File: src/rtl/mem_arbiter_pkg.sv
// Shared types for the single-port memory arbiter: FSM states, owner encoding, counter width.
package mem_arbiter_pkg;

  typedef enum logic [1:0] {
    StIdle = 2'd0,
    StHold = 2'd1,
    StResp = 2'd2
  } state_e;

  typedef enum logic {
    OwnIf = 1'b0,
    OwnD  = 1'b1
  } owner_e;

  localparam int unsigned CntW = 4;

endpackage

File: src/rtl/mem_arbiter_prio.sv
// Winner selection between fetch and data requesters, with an optional starvation guard
// compiled in by MEM_ARBITER_STARVE_GUARD_EN (strict data priority otherwise).
module mem_arbiter_prio
  import mem_arbiter_pkg::*;
#(
  parameter int unsigned STARVE_LIMIT = 4
) (
  input  logic clk,
  input  logic reset,
  input  logic if_req_i,
  input  logic d_req_i,
  input  logic gnt_i,
  input  logic gnt_own_i,
  output logic win_o
);

`ifdef MEM_ARBITER_STARVE_GUARD_EN
  logic [CntW-1:0] cnt_q, cnt_d;
  logic            starved;

  assign starved = (cnt_q == CntW'(STARVE_LIMIT));

  // Count data grants taken while fetch is waiting; any other grant clears the count.
  always_comb begin
    cnt_d = cnt_q;
    if (gnt_i) begin
      if ((gnt_own_i == OwnD) && if_req_i) begin
        if (cnt_q != {CntW{1'b1}}) begin
          cnt_d = cnt_q + 1'b1;
        end
      end else begin
        cnt_d = '0;
      end
    end
  end

  always_ff @(posedge clk) begin
    if (reset) begin
      cnt_q <= '0;
    end else begin
      cnt_q <= cnt_d;
    end
  end

  always_comb begin
    win_o = OwnIf;
    if (d_req_i && !(if_req_i && starved)) begin
      win_o = OwnD;
    end
  end
`else
  logic unused_sigs;
  assign unused_sigs = ^{clk, reset, if_req_i, gnt_i, gnt_own_i, STARVE_LIMIT[0]};

  always_comb begin
    win_o = OwnIf;
    if (d_req_i) begin
      win_o = OwnD;
    end
  end
`endif

endmodule

File: src/rtl/mem_arbiter.sv
// Shares one memory port between fetch and data requesters, one transaction in flight.
// Starvation guard is enabled by defining MEM_ARBITER_STARVE_GUARD_EN.
module mem_arbiter
  import mem_arbiter_pkg::*;
#(
  parameter int unsigned ADDR_W       = 32,
  parameter int unsigned DATA_W       = 32,
  parameter int unsigned STARVE_LIMIT = 4
) (
  input  logic                clk,
  input  logic                reset,
  input  logic                if_req_i,
  input  logic [ADDR_W-1:0]   if_addr_i,
  output logic                if_gnt_o,
  output logic                if_rvalid_o,
  output logic [DATA_W-1:0]   if_rdata_o,
  input  logic                d_req_i,
  input  logic                d_we_i,
  input  logic [DATA_W/8-1:0] d_be_i,
  input  logic [ADDR_W-1:0]   d_addr_i,
  input  logic [DATA_W-1:0]   d_wdata_i,
  output logic                d_gnt_o,
  output logic                d_rvalid_o,
  output logic [DATA_W-1:0]   d_rdata_o,
  output logic                mem_req_o,
  output logic                mem_we_o,
  output logic [DATA_W/8-1:0] mem_be_o,
  output logic [ADDR_W-1:0]   mem_addr_o,
  output logic [DATA_W-1:0]   mem_wdata_o,
  input  logic                mem_gnt_i,
  input  logic                mem_rvalid_i,
  input  logic [DATA_W-1:0]   mem_rdata_i,
  output logic                busy_o
);

  localparam int unsigned BeW = DATA_W / 8;

  state_e state_q, state_d;
  owner_e owner_q, owner_d;
  logic   win;
  owner_e sel_own;
  logic   req_any;
  logic   gnt;

  mem_arbiter_prio #(
    .STARVE_LIMIT(STARVE_LIMIT)
  ) u_prio (
    .clk      (clk),
    .reset    (reset),
    .if_req_i (if_req_i),
    .d_req_i  (d_req_i),
    .gnt_i    (gnt),
    .gnt_own_i(sel_own),
    .win_o    (win)
  );

  // In IDLE the live winner drives the port; in HOLD the latched owner keeps it.
  always_comb begin
    sel_own = owner_q;
    req_any = 1'b0;
    unique case (state_q)
      StIdle: begin
        sel_own = owner_e'(win);
        req_any = if_req_i | d_req_i;
      end
      StHold:  req_any = 1'b1;
      default: req_any = 1'b0;
    endcase
  end

  assign mem_req_o = req_any & ~reset;
  assign gnt       = mem_req_o & mem_gnt_i;
  assign if_gnt_o  = gnt & (sel_own == OwnIf);
  assign d_gnt_o   = gnt & (sel_own == OwnD);

  always_comb begin
    if (sel_own == OwnD) begin
      mem_we_o    = d_we_i;
      mem_be_o    = d_be_i;
      mem_addr_o  = d_addr_i;
      mem_wdata_o = d_wdata_i;
    end else begin
      mem_we_o    = 1'b0;
      mem_be_o    = {BeW{1'b1}};
      mem_addr_o  = if_addr_i;
      mem_wdata_o = '0;
    end
  end

  logic rsp;
  assign rsp         = (state_q == StResp) & mem_rvalid_i & ~reset;
  assign if_rvalid_o = rsp & (owner_q == OwnIf);
  assign d_rvalid_o  = rsp & (owner_q == OwnD);
  assign if_rdata_o  = mem_rdata_i;
  assign d_rdata_o   = mem_rdata_i;
  assign busy_o      = (state_q != StIdle);

  always_comb begin
    state_d = state_q;
    owner_d = owner_q;
    unique case (state_q)
      StIdle: begin
        if (req_any) begin
          owner_d = sel_own;
          state_d = mem_gnt_i ? StResp : StHold;
        end
      end
      StHold: begin
        if (mem_gnt_i) begin
          state_d = StResp;
        end
      end
      StResp: begin
        if (mem_rvalid_i) begin
          state_d = StIdle;
        end
      end
      default: state_d = StIdle;
    endcase
  end

  always_ff @(posedge clk) begin
    if (reset) begin
      state_q <= StIdle;
      owner_q <= OwnIf;
    end else begin
      state_q <= state_d;
      owner_q <= owner_d;
    end
  end

endmodule

File: config.mk
export PLATFORM = sky130hd
export DESIGN_NAME = mem_arbiter
export DESIGN_NICKNAME = d
export VERILOG_FILES = /design/src/rtl/mem_arbiter_pkg.sv /design/src/rtl/mem_arbiter_prio.sv /design/src/rtl/mem_arbiter.sv
export SDC_FILE = /design/constraint.sdc
export NUM_CORES = 1
export LEC_CHECK = 0
export ABC_CLOCK_PERIOD_IN_PS = 3000
export BUFFER_PORTS_ARGS = -buffer_cell sky130_fd_sc_hd__buf_2
export CORE_AREA = 4 4 105 107
export DETAILED_ROUTE_END_ITERATION = 7
export DIE_AREA = 0 0 109 111
export GPL_TIMING_DRIVEN = 0
export HOLD_SLACK_MARGIN = 0.05
export SLEW_MARGIN = 20
export SYNTH_ARGS = -nofsm -noshare
export SYNTH_HDL_FRONTEND = slang
export SYNTH_SLANG_ARGS = --single-unit
export TNS_END_PERCENT = 5
File: constraint.sdc
create_clock -name clk -period 3 [get_ports clk]
set_input_delay 0.6 -clock clk [delete_from_list [all_inputs] [get_ports clk]]
set_output_delay 0.6 -clock clk [all_outputs]
set_load 0.1 [all_outputs]
# == Yosys cells after proc, flatten, opt, wreduce, memory -nomap -nowiden ==
# Index checks and enable logic that the tools add are counted.
# W data, S select, Z words.
# word_totals
regBits,3
in_bits,139
output_inout_bits,139
wordCells,35
# classes
n_eq_ne,5
mux,12
n_bitwise,12
n_reduce_logical,4
# ops
op,count
$mux W32,2
$and A1 B1 Y1,8
$mux W2,4
$ne A2 B2 Y1 const B,3
$pmux W2 S3,1
$mux W4,1
$mux W1,3
$not A1 Y1,3
$reduce_and A3 Y1,1
$eq A2 B1 Y1 const B,1
$eq A2 B2 Y1 const B,1
$logic_not A2 Y1,1
$pmux W1 S2,1
$reduce_and A2 Y1,1
$reduce_bool A2 Y1,1
$or A1 B1 Y1,1

# == Depth between registers and ports, before layout ==
# Gate-level depths: netlist of run 1.
# logic_depth
ltp_word,5
depth_mapped,5
ltp_nobuf,3

# == Modules after synthesis ==
# A second synthesis of run 1 with hierarchy kept.
# unflattened
cells_unflattened,164
area_unflattened_um2,1318.8
# modules_own_cells
mod,n_inst,cells_per_inst,area_each_um2,seq_area_each_um2
mem_arbiter,1,163,1311.3,60.1
mem_arbiter_prio,1,1,7.5,0.0

# == Worst setup path before layout of run 1 ==
# OpenSTA, ideal clock, no wires.
# synth_path
kind,input -> output
start,in d_req_i
end,out mem_req_o
arrival_ns,2.684
t_required_ns,2.400
path_slack_ns,-0.284
stages,2
path_buffers,0
cell_sequence,nor3_1 -> nor3_1
# synth_via
elab_chain_len,3
# synth_rtl
item,line,source
start: declaration,mem_arbiter.sv:17,"input logic d_req_i,"
$or A1 B1 Y1,mem_arbiter.sv:64,req_any = if_req_i | d_req_i;
$pmux W1 S2,mem_arbiter.sv:61,unique case (state_q)
$and A1 B1 Y1,mem_arbiter.sv:71,assign mem_req_o = req_any & ~reset;
end: declaration,mem_arbiter.sv:25,"output logic mem_req_o,"
# Every way passes these cells.

# == Worst setup path after layout of run 1 ==
# layout_path
start,in d_req_i
end,out mem_wdata_o[6]
# layout_via
elab_chain_len,3
# layout_rtl
item,line,source
$mux W1,mem_arbiter_prio.sv:57,if (d_req_i) begin
$mux W1,mem_arbiter.sv:61,
$mux W32,mem_arbiter.sv:77,if (sel_own == OwnD) begin
end: declaration,mem_arbiter.sv:29,"output logic [DATA_W-1:0] mem_wdata_o,"
# Every way passes these cells.

==> impl_metrics.ini, run 1 <==
[global_routing]
grt_max_degree = 11
grt_antenna_before_repair = 0
overflow = 0
grt_pass1_vias = 1918
grt_pass1_wl_um = 9090
grt_usage_pct = 9.20

[power_and_ir_drop]
ir_drop_uv = 263
pwr-share-clk_pct = 7.2
swShare_pct = 74.5
seq_power_share_pct = 3.0
intPower_mw = 0.415
power_density_nw_per_um2 = 590
power.leakage_nw = 1.67
power_frac_comb_pct = 89.7
power_switching_mw = 1.21

[clock_tree]
cts.clk_slew.worst_paths_ps = 30
clk-insertion-delay-late_ps = 220
cts_tree = yes
htreeDepth = 1
cts.sinks = 3
cts_resized = 0
cts_setup_buffers = 0
holdBufCountCts = 0
cts_inserted_buffers = 3
cts-root-buf = clkbuf_8
clockBufferDepth = 2

[yosys]
seq_area_frac_synth_pct = 4.57
synth.area.top_cells = buf_4 37%, mux2_2 26%, and2_1 16%, dfxtp_1 4.6%, buf_6 2.6%
synth_most_common_cell = buf_4
yosysTopAreaCellShare_pct = 36.5
synth_cells = 162
synth_area_leader_cell = buf_4
syn_area_um2 = 1320
synth_common_cells = 64 x buf_4, 33 x and2_1, 30 x mux2_2, 4 x nand2b_1, 4 x nor2_1
ys_warn_count = 0
ys_ff_latch = 3
synthDistinctLibCells = 25
postSynth.asyncResetShare_pct = 0
ys.flop_type = dfxtp_1
synth_nets = 301
syn_avg_cell_area_um2 = 8.12
synth_edf_count = 0

[placed_design]
dp.cells = 543
hpwlAfterDp_um = 6130
dpl_worst_slack_ps = 193
port_buffers = 245
gp_congestion = 0.759

[setup_path]
start_kind = primary input
critPathRequiredTime_ps = 2400
r2r_setup_slack_ps = 1700
worstPathArrival_ps = 2180
path_class = in2out
cp-end-kind = output port
path_max_fanout = 10

[sta]
timing.fmax_ghz = 0.360
worstMarginPinSlew_ps = 516
min_period_ps = 2780
relSlewSlack_pct = 65.8
period_share_pct = 92.5
hold_violations = 0
fin_tns_setup_ps = 0
setup_viol = 0
fin_ws_ps = 225
final.setup_skew_ps = 1.82
rsz0062_at_grt = no
whs_ps = 555
drv_slew = 0

[detailed_routing]
drtPass1Iterations = 4
vias_per_cell = 3.59
drc = 0
drt-wirelength-per-cell_um = 12.0
postRouteAntennaNets = 0
drtIter0Drc = 51
vias = 1961
wl_um = 6550

[layout]
drive_gt1_share_pct = 85.9
final_util_pct = 27.2
fillers = 1084
insertedDiodeCount = 0
area.growth.synth_to_final_pct = 110
fin_nets = 551
multi_input_area_um2 = 723
finalNonFillerCells = 547
regArea_um2 = 60.1

[min_path]
hold_path.class = in2reg

[floorplanning]
rows = 37
core_area_um2 = 10100
die-area_um2 = 12100
die_h_um = 111
num_io_pins = 278
die_x_um = 109
initial_core_util_pct = 13.0

[status]
status = finished clean

[job]
maxCapViolations = 0
## logic make-up (layout without fill, tap and decap cells)
| group | after synthesis | in the layout | share of synthesized area (%) |
|---|---|---|---|
| AOI/OAI and AO/OA | 4 | 4 | 2.85 |
| buffers and inverters | 72 | 321 | 40.8 |
| DFF | 3 | 3 | 4.57 |
| muxes | 32 | 32 | 27.4 |
| and+or+nand+nor | 51 | 51 | 24.4 |
## cells in the final DEF (no fill, tap or decap), types with 2 or more instances in the layout
master	n
clkbuf_2	2
buf_4	64
nand2b_1	4
clkbuf_8	3
mux2_2	30
clkbuf_1	2
buf_6	3
dfxtp_1	3
and2_1	33
buf_2	246
nor2_1	4
mux2_1	2
## flip-flops by register name, indices dropped and copies added, names as in the netlist
signal and cells:
owner_q 1, state_q 2
## critical path: stages
cell and delay, ps:
buf_2 90, nor3b_2 290, a21o_1 170, buf_2 210, clkbuf_2 210, and2_1 160, buf_2 440
## through the flow
step	power, mW	cell area [um^2]
6_report	1.63	2760
5_1_grt	1.68	2760
4_1_cts	1.64	2760
3_5_place_dp	1.52	2720
3_3_place_gp	1.51	2720
2_1_floorplan	1.30	1320
## layer usage
layer	vias up	share of wire (%)	GRT usage, %
li1	962	-	-
met1	848	35	10.0
met2	143	52	18.1
met3	8	12	1.40
met4	0	0.90	1.85
met5	-	0	0
## area by class of cell
type / count / share of cell area [%]
inverters: 1 / 0.136
multi-input cells: 87 / 26.2
repair buffers: 245 / 44.4
clock buffers: 4 / 1.63
plain buffers: 71 / 19.3
well taps: 136 / 6.16
flip-flops and latches: 3 / 2.17
## power groups by stage
stage / clock network (mW) / registers, mW / logic (mW)
after floorplan: 0 / 0.0485 / 1.25
after global placement: 0 / 0.0493 / 1.46
after detailed placement: 0 / 0.0499 / 1.47
after CTS: 0.122 / 0.0493 / 1.47
after global routing: 0.127 / 0.0499 / 1.50
final: 0.118 / 0.0493 / 1.46
## worst paths after layout
| check | endpoint | cells after the start | startpoint |
|---|---|---|---|
| worst max-delay path | mem_wdata_o[6] | 7 | d_req_i |
| worst min-delay path | state_q[0] | 2 | mem_gnt_i |
| worst max register to register | state_q[1] | 3 | state_q[0] |
| worst min register to register | state_q[1] | 2 | state_q[1] |
Power figures use the tool's default switching activity.
==> run 2: changes to the inputs <==
- ABC_AREA: default -> 1
- SETUP_SLACK_MARGIN: default -> 0.3
==> impl_metrics.ini, run 2 <==
[status]
status = finished clean

[yosys]
postSynth.asyncResetShare_pct = 0
synth_nets = 422
synth_most_common_cell = nand2_1
synth_cells = 283
synth_area_leader_cell = buf_4
syn_area_um2 = 1440
ys_ff_latch = 3
synthDistinctLibCells = 15
seq_area_frac_synth_pct = 4.18
ys_warn_count = 0
syn_avg_cell_area_um2 = 5.07
synth.area.top_cells = buf_4 35%, nand2_1 28%, inv_1 12%, nor2_1 10%, dfxtp_1 4.2%
synth_common_cells = 108 x nand2_1, 67 x buf_4, 45 x inv_1, 40 x nor2_1, 5 x buf_6
synth_edf_count = 0
ys.flop_type = dfxtp_1
yosysTopAreaCellShare_pct = 35.0

[sta]
min_period_ps = 2380
hold_violations = 0
worstMarginPinSlew_ps = 514
period_share_pct = 79.3
whs_ps = 577
relSlewSlack_pct = 66.0
fin_tns_setup_ps = 0
timing.fmax_ghz = 0.420
drv_slew = 0
setup_viol = 0
final.setup_skew_ps = 2.94
rsz0062_at_grt = no

[setup_path]
path_cells = nor2_2, nand2_1, o21ai_2, buf_6, buf_6, nand2_1, nand2_1, buf_2
critPathRequiredTime_ps = 2400
max_stage_delay_ps = 420
cpLargestDelayFamily = buffers and inverters
critPathBufInv = 3
cpMostUsedCell = nand2_1
worstPathArrival_ps = 1780
path_class = reg2out
path_max_fanout = 10
cp-end-kind = output port
start_kind = flip-flop
cpMaxStageDelayCell = buf_2

[power_and_ir_drop]
intPower_mw = 0.414
pwr-share-clk_pct = 6.4
power_density_nw_per_um2 = 648
total_power_mw = 1.87
power.leakage_nw = 2.07
seq_power_share_pct = 2.6
power_switching_mw = 1.45
power_frac_comb_pct = 91.0
swShare_pct = 77.8
ir_drop_uv = 261

[placed_design]
gp_congestion = 0.775
hpwlAfterDp_um = 6510
port_buffers = 245

[clock_tree]
cts.sinks = 3
cts_setup_buffers = 0
cts_inserted_buffers = 3
cts.clk_slew.worst_paths_ps = 30
htreeDepth = 1
cts_tree = yes
clk-insertion-delay-late_ps = 220
cts-root-buf = clkbuf_8
clockBufferDepth = 2
holdBufCountCts = 0
cts_resized = 0

[detailed_routing]
drc = 0
drtPass1Iterations = 4
wl_um = 7230
drtIter0Drc = 70
drt-wirelength-per-cell_um = 10.8
postRouteAntennaNets = 0
vias_per_cell = 3.50
vias = 2335

[global_routing]
grt_max_degree = 11
grt_pass1_vias = 2253
grt_pass1_wl_um = 10500
overflow = 0
grt_antenna_before_repair = 0
grt_usage_pct = 10.6

[floorplanning]
die_x_um = 109
core_area_um2 = 10100
die_h_um = 111
num_io_pins = 278
die-area_um2 = 12100
rows = 37
initial_core_util_pct = 14.2

[layout]
insertedDiodeCount = 0
fin_nets = 672
area.growth.synth_to_final_pct = 101
largest_reg_flops = 2
layout_commonest_cell = buf_2
drive_gt1_share_pct = 61.8
largest_registers = state_q (2), owner_q (1)
final_cell_mix = 247 x buf_2, 108 x nand2_1, 67 x buf_4
largest_register = state_q
fillers = 1169
final_util_pct = 28.4

[job]
maxCapViolations = 0

[min_path]
hold_path.class = reg2reg
run 2: per-stage QoR:
step | area (um^2) | worst slack [ps] | cells
2_1_floorplan | 1440 | 109 | 283
4_1_cts | 2880 | 567 | 668
6_report | 2880 | 621 | 668
5_1_grt | 2880 | 470 | 668
3_5_place_dp | 2830 | 572 | 664
3_3_place_gp | 2830 | 569 | 664
run 2: cell families (layout without fill, tap and decap cells):
| family | count (synthesis) | in the layout | synth area share [%] |
|---|---|---|---|
| AND/OR/NAND/NOR | 158 | 158 | 43.2 |
| buffers and inverters | 120 | 369 | 51.7 |
| flip-flops | 3 | 3 | 4.18 |
| AO/OA/AOI/OAI | 2 | 2 | 0.959 |
run 2: power groups by stage:
stage                     Combinational, mW  Sequential [mW]  Clock, mW
after global placement                 1.71           0.0484          0
after detailed placement               1.71           0.0484          0
after global routing                   1.77           0.0485      0.130
final                                  1.70           0.0479      0.120
after CTS                              1.71           0.0479      0.125
after floorplan                        1.44           0.0476          0
run 2: layer usage:
layer / vias to the layer above / routed length [um] / global-route usage [%]
met5: - / 0 / 0
li1: 1239 / - / -
met4: 0 / 35 / 1.18
met1: 940 / 2500 / 11.4
met2: 149 / 3810 / 21.0
met3: 7 / 891 / 2.39
run 2: final timing paths:
path                                 start        endpoint  slack [ps]  cells after the start
worst max register to register  state_q[1]         owner_q        2110                      5
worst max-delay path            state_q[1]  mem_addr_o[16]         620                      8
worst min-delay path            state_q[1]      state_q[1]         580                      2
worst min register to register  state_q[1]      state_q[1]         580                      2
run 2: area by class of cell:
type	instances	area, um^2	area share [%]
repair buffers	245	1230	42.6
multi-input cells	160	636	22.1
plain buffers	74	569	19.8
inverters	46	173	6.00
well taps	136	170	5.91
flip-flops and latches	3	60.1	2.09
clock buffers	4	45.0	1.56
run 2: worst reg2reg max path, delay by kind of cell (launching register included):
kind | cells | cell delay [ps]
and+or+nand+nor | 4 | 350
buffers and inverters | 1 | 30
DFF | 1 | 410
==> run 3: changes to the inputs <==
- ABC_AREA: 1 -> 0
- ABC_CLOCK_PERIOD_IN_PS: 3000 -> 2100
- CORE_AREA: 4 4 105 107 -> 4 4 106 108
- DIE_AREA: 0 0 109 111 -> 0 0 110 112
- clock period: 3 -> 2.1 ns (I/O delays scaled with it)
==> impl_metrics.ini, run 3 (synthesis results as in run 1) <==
[clock_tree]
cts_tree = yes
cts.clk_slew.worst_paths_ps = 30
cts-root-buf = clkbuf_8
clockBufferDepth = 2
htreeDepth = 1
cts.sinks = 3
cts_inserted_buffers = 3
clk-insertion-delay-late_ps = 210

[setup_path]
path_cells = or2_4, a21oi_4, buf_12, buf_12, mux2_4, buf_12
cp-end-kind = output port
start_kind = flip-flop
cpMostUsedCell = buf_12
rr_worst_depth = 3
max_stage_delay_ps = 350
worstPathArrival_ps = 1770
critPathRequiredTime_ps = 1680
path_max_fanout = 10
cpMaxStageDelayCell = dfxtp_4
path_class = reg2out

[global_routing]
grt_usage_pct = 10.7
grt_antenna_before_repair = 0
overflow = 0
grt_pass1_wl_um = 10500
grt_pass1_vias = 2130
grt_max_degree = 11

[job]
maxCapViolations = 0

[floorplanning]
rows = 37
initial_core_util_pct = 12.9
die-area_um2 = 12300
die_x_um = 110
die_h_um = 112
core_area_um2 = 10200
num_io_pins = 278

[sta]
timing.fmax_ghz = 0.456
period_share_pct = 104
fin_ws_ps = -93.1
hold_violations = 0
relSlewSlack_pct = 64.7
rsz0062_at_grt = yes
final.setup_skew_ps = 2.08
setup_viol = 29
worstMarginPinSlew_ps = 533
min_period_ps = 2190
drv_slew = 0

[detailed_routing]
postRouteAntennaNets = 0
wl_um = 7640
vias = 2013
drtPass1Iterations = 4
drt-wirelength-per-cell_um = 13.8
drtIter0Drc = 47
vias_per_cell = 3.63
drc = 0

[power_and_ir_drop]
ir_drop_uv = 394
power.leakage_nw = 2.25
power_density_nw_per_um2 = 718

[layout]
fin_nets = 558
drive_gt1_share_pct = 97.1
largest_reg_flops = 2
fillers = 961
finalNonFillerCells = 554
largest_registers = state_q (2), owner_q (1)
layout_commonest_cell = buf_2
final_cell_mix = 173 x buf_2, 74 x buf_12, 69 x buf_4
insertedDiodeCount = 0
largest_register = state_q
area.growth.synth_to_final_pct = 218

[placed_design]
dp.cells = 543
port_buffers = 245
dpl_worst_slack_ps = -376
hpwlAfterDp_um = 5950
gp_congestion = 0.711

[min_path]
whs_path_depth = 2
hold_path.class = in2reg

[status]
status = complete, but fails checks
violations = negative setup slack
==> run 3: changes by cell type in the layout (fill, tap and decap cells not counted), sizes merged, moves of 4 or more <==
cell and change:
nand2b +4, nor2 -37, and2 +33, mux2 +32, nand2 -110, inv -45, clkbuf +5
==> run 3: per-stage QoR <==
stage / cell area, um^2 / TNS [ps] / utilization [%] / hold slack [ps] / power (mW)
6_report: 4190 / -2380 / 40.9 / 375 / 3.01
3_3_place_gp: 2950 / -11720 / 28.8 / 486 / 2.27
2_1_floorplan: 1550 / 0 / - / 463 / 1.98
3_5_place_dp: 2950 / -12270 / 28.8 / 491 / 2.28
4_1_cts: 4180 / -2480 / 40.8 / 374 / 3.00
5_1_grt: 4190 / -5210 / 40.9 / 383 / 3.09
==> run 3: worst paths after layout <==
check | endpoint | start | slack [ps]
max | mem_addr_o[12] | state_q[1] | -90
min | state_q[0] | mem_gnt_i | 370
max reg2reg | state_q[1] | state_q[1] | 830
min reg2reg | state_q[1] | state_q[1] | 510
==> run 3: report_power, final <==
part,leakage (nW),internal [mW],switching [mW]
clock,0.0228,0.129,0.0378
sequential,0.0258,0.0624,0.00887
combinational,2.21,0.947,1.82
total,2.25,1.14,1.87
==> run 3: routing by layer <==
| metal | vias to the layer above | routed length [um] | GRT usage, % |
|---|---|---|---|
| li1 | 974 | - | - |
| met1 | 899 | 2300 | 10.4 |
| met2 | 132 | 4490 | 22.7 |
| met3 | 8 | 769 | 1.51 |
| met4 | 0 | 82 | 1.75 |
| met5 | - | 0 | 0 |
==> run 3: what timing repair did <==
action / 4_1_cts / 5_1_grt
endpoints found under the hold margin: 0 / 0
setup endpoints to repair: 73 / 71
buffers inserted: 4 / 0
resized for setup: 297 / 2
hold buffers: 0 / 0
pin swaps: 15 / 1
gates cloned: 3 / 0
==> run 3: worst max-delay path, delay by kind of cell (launching register included) <==
family                 cells  cell delay, ps
buffers and inverters      3             460
AO/OA/AOI/OAI              1             140
multiplexers               1             320
AND/OR/NAND/NOR            1             270
flip-flops                 1             350
==> run 3: layout make-up <==
type                       instances  area [um^2]  share of cell area [%]
sequential                         3         65.1                    1.55
clock buffer                       4         45.0                    1.08
multi-input combinational         87          947                    22.6
timing repair buffer             252         2360                    56.4
tap                              136          170                    4.06
buffer                            71          593                    14.2
inverter                           1         3.75                  0.0896
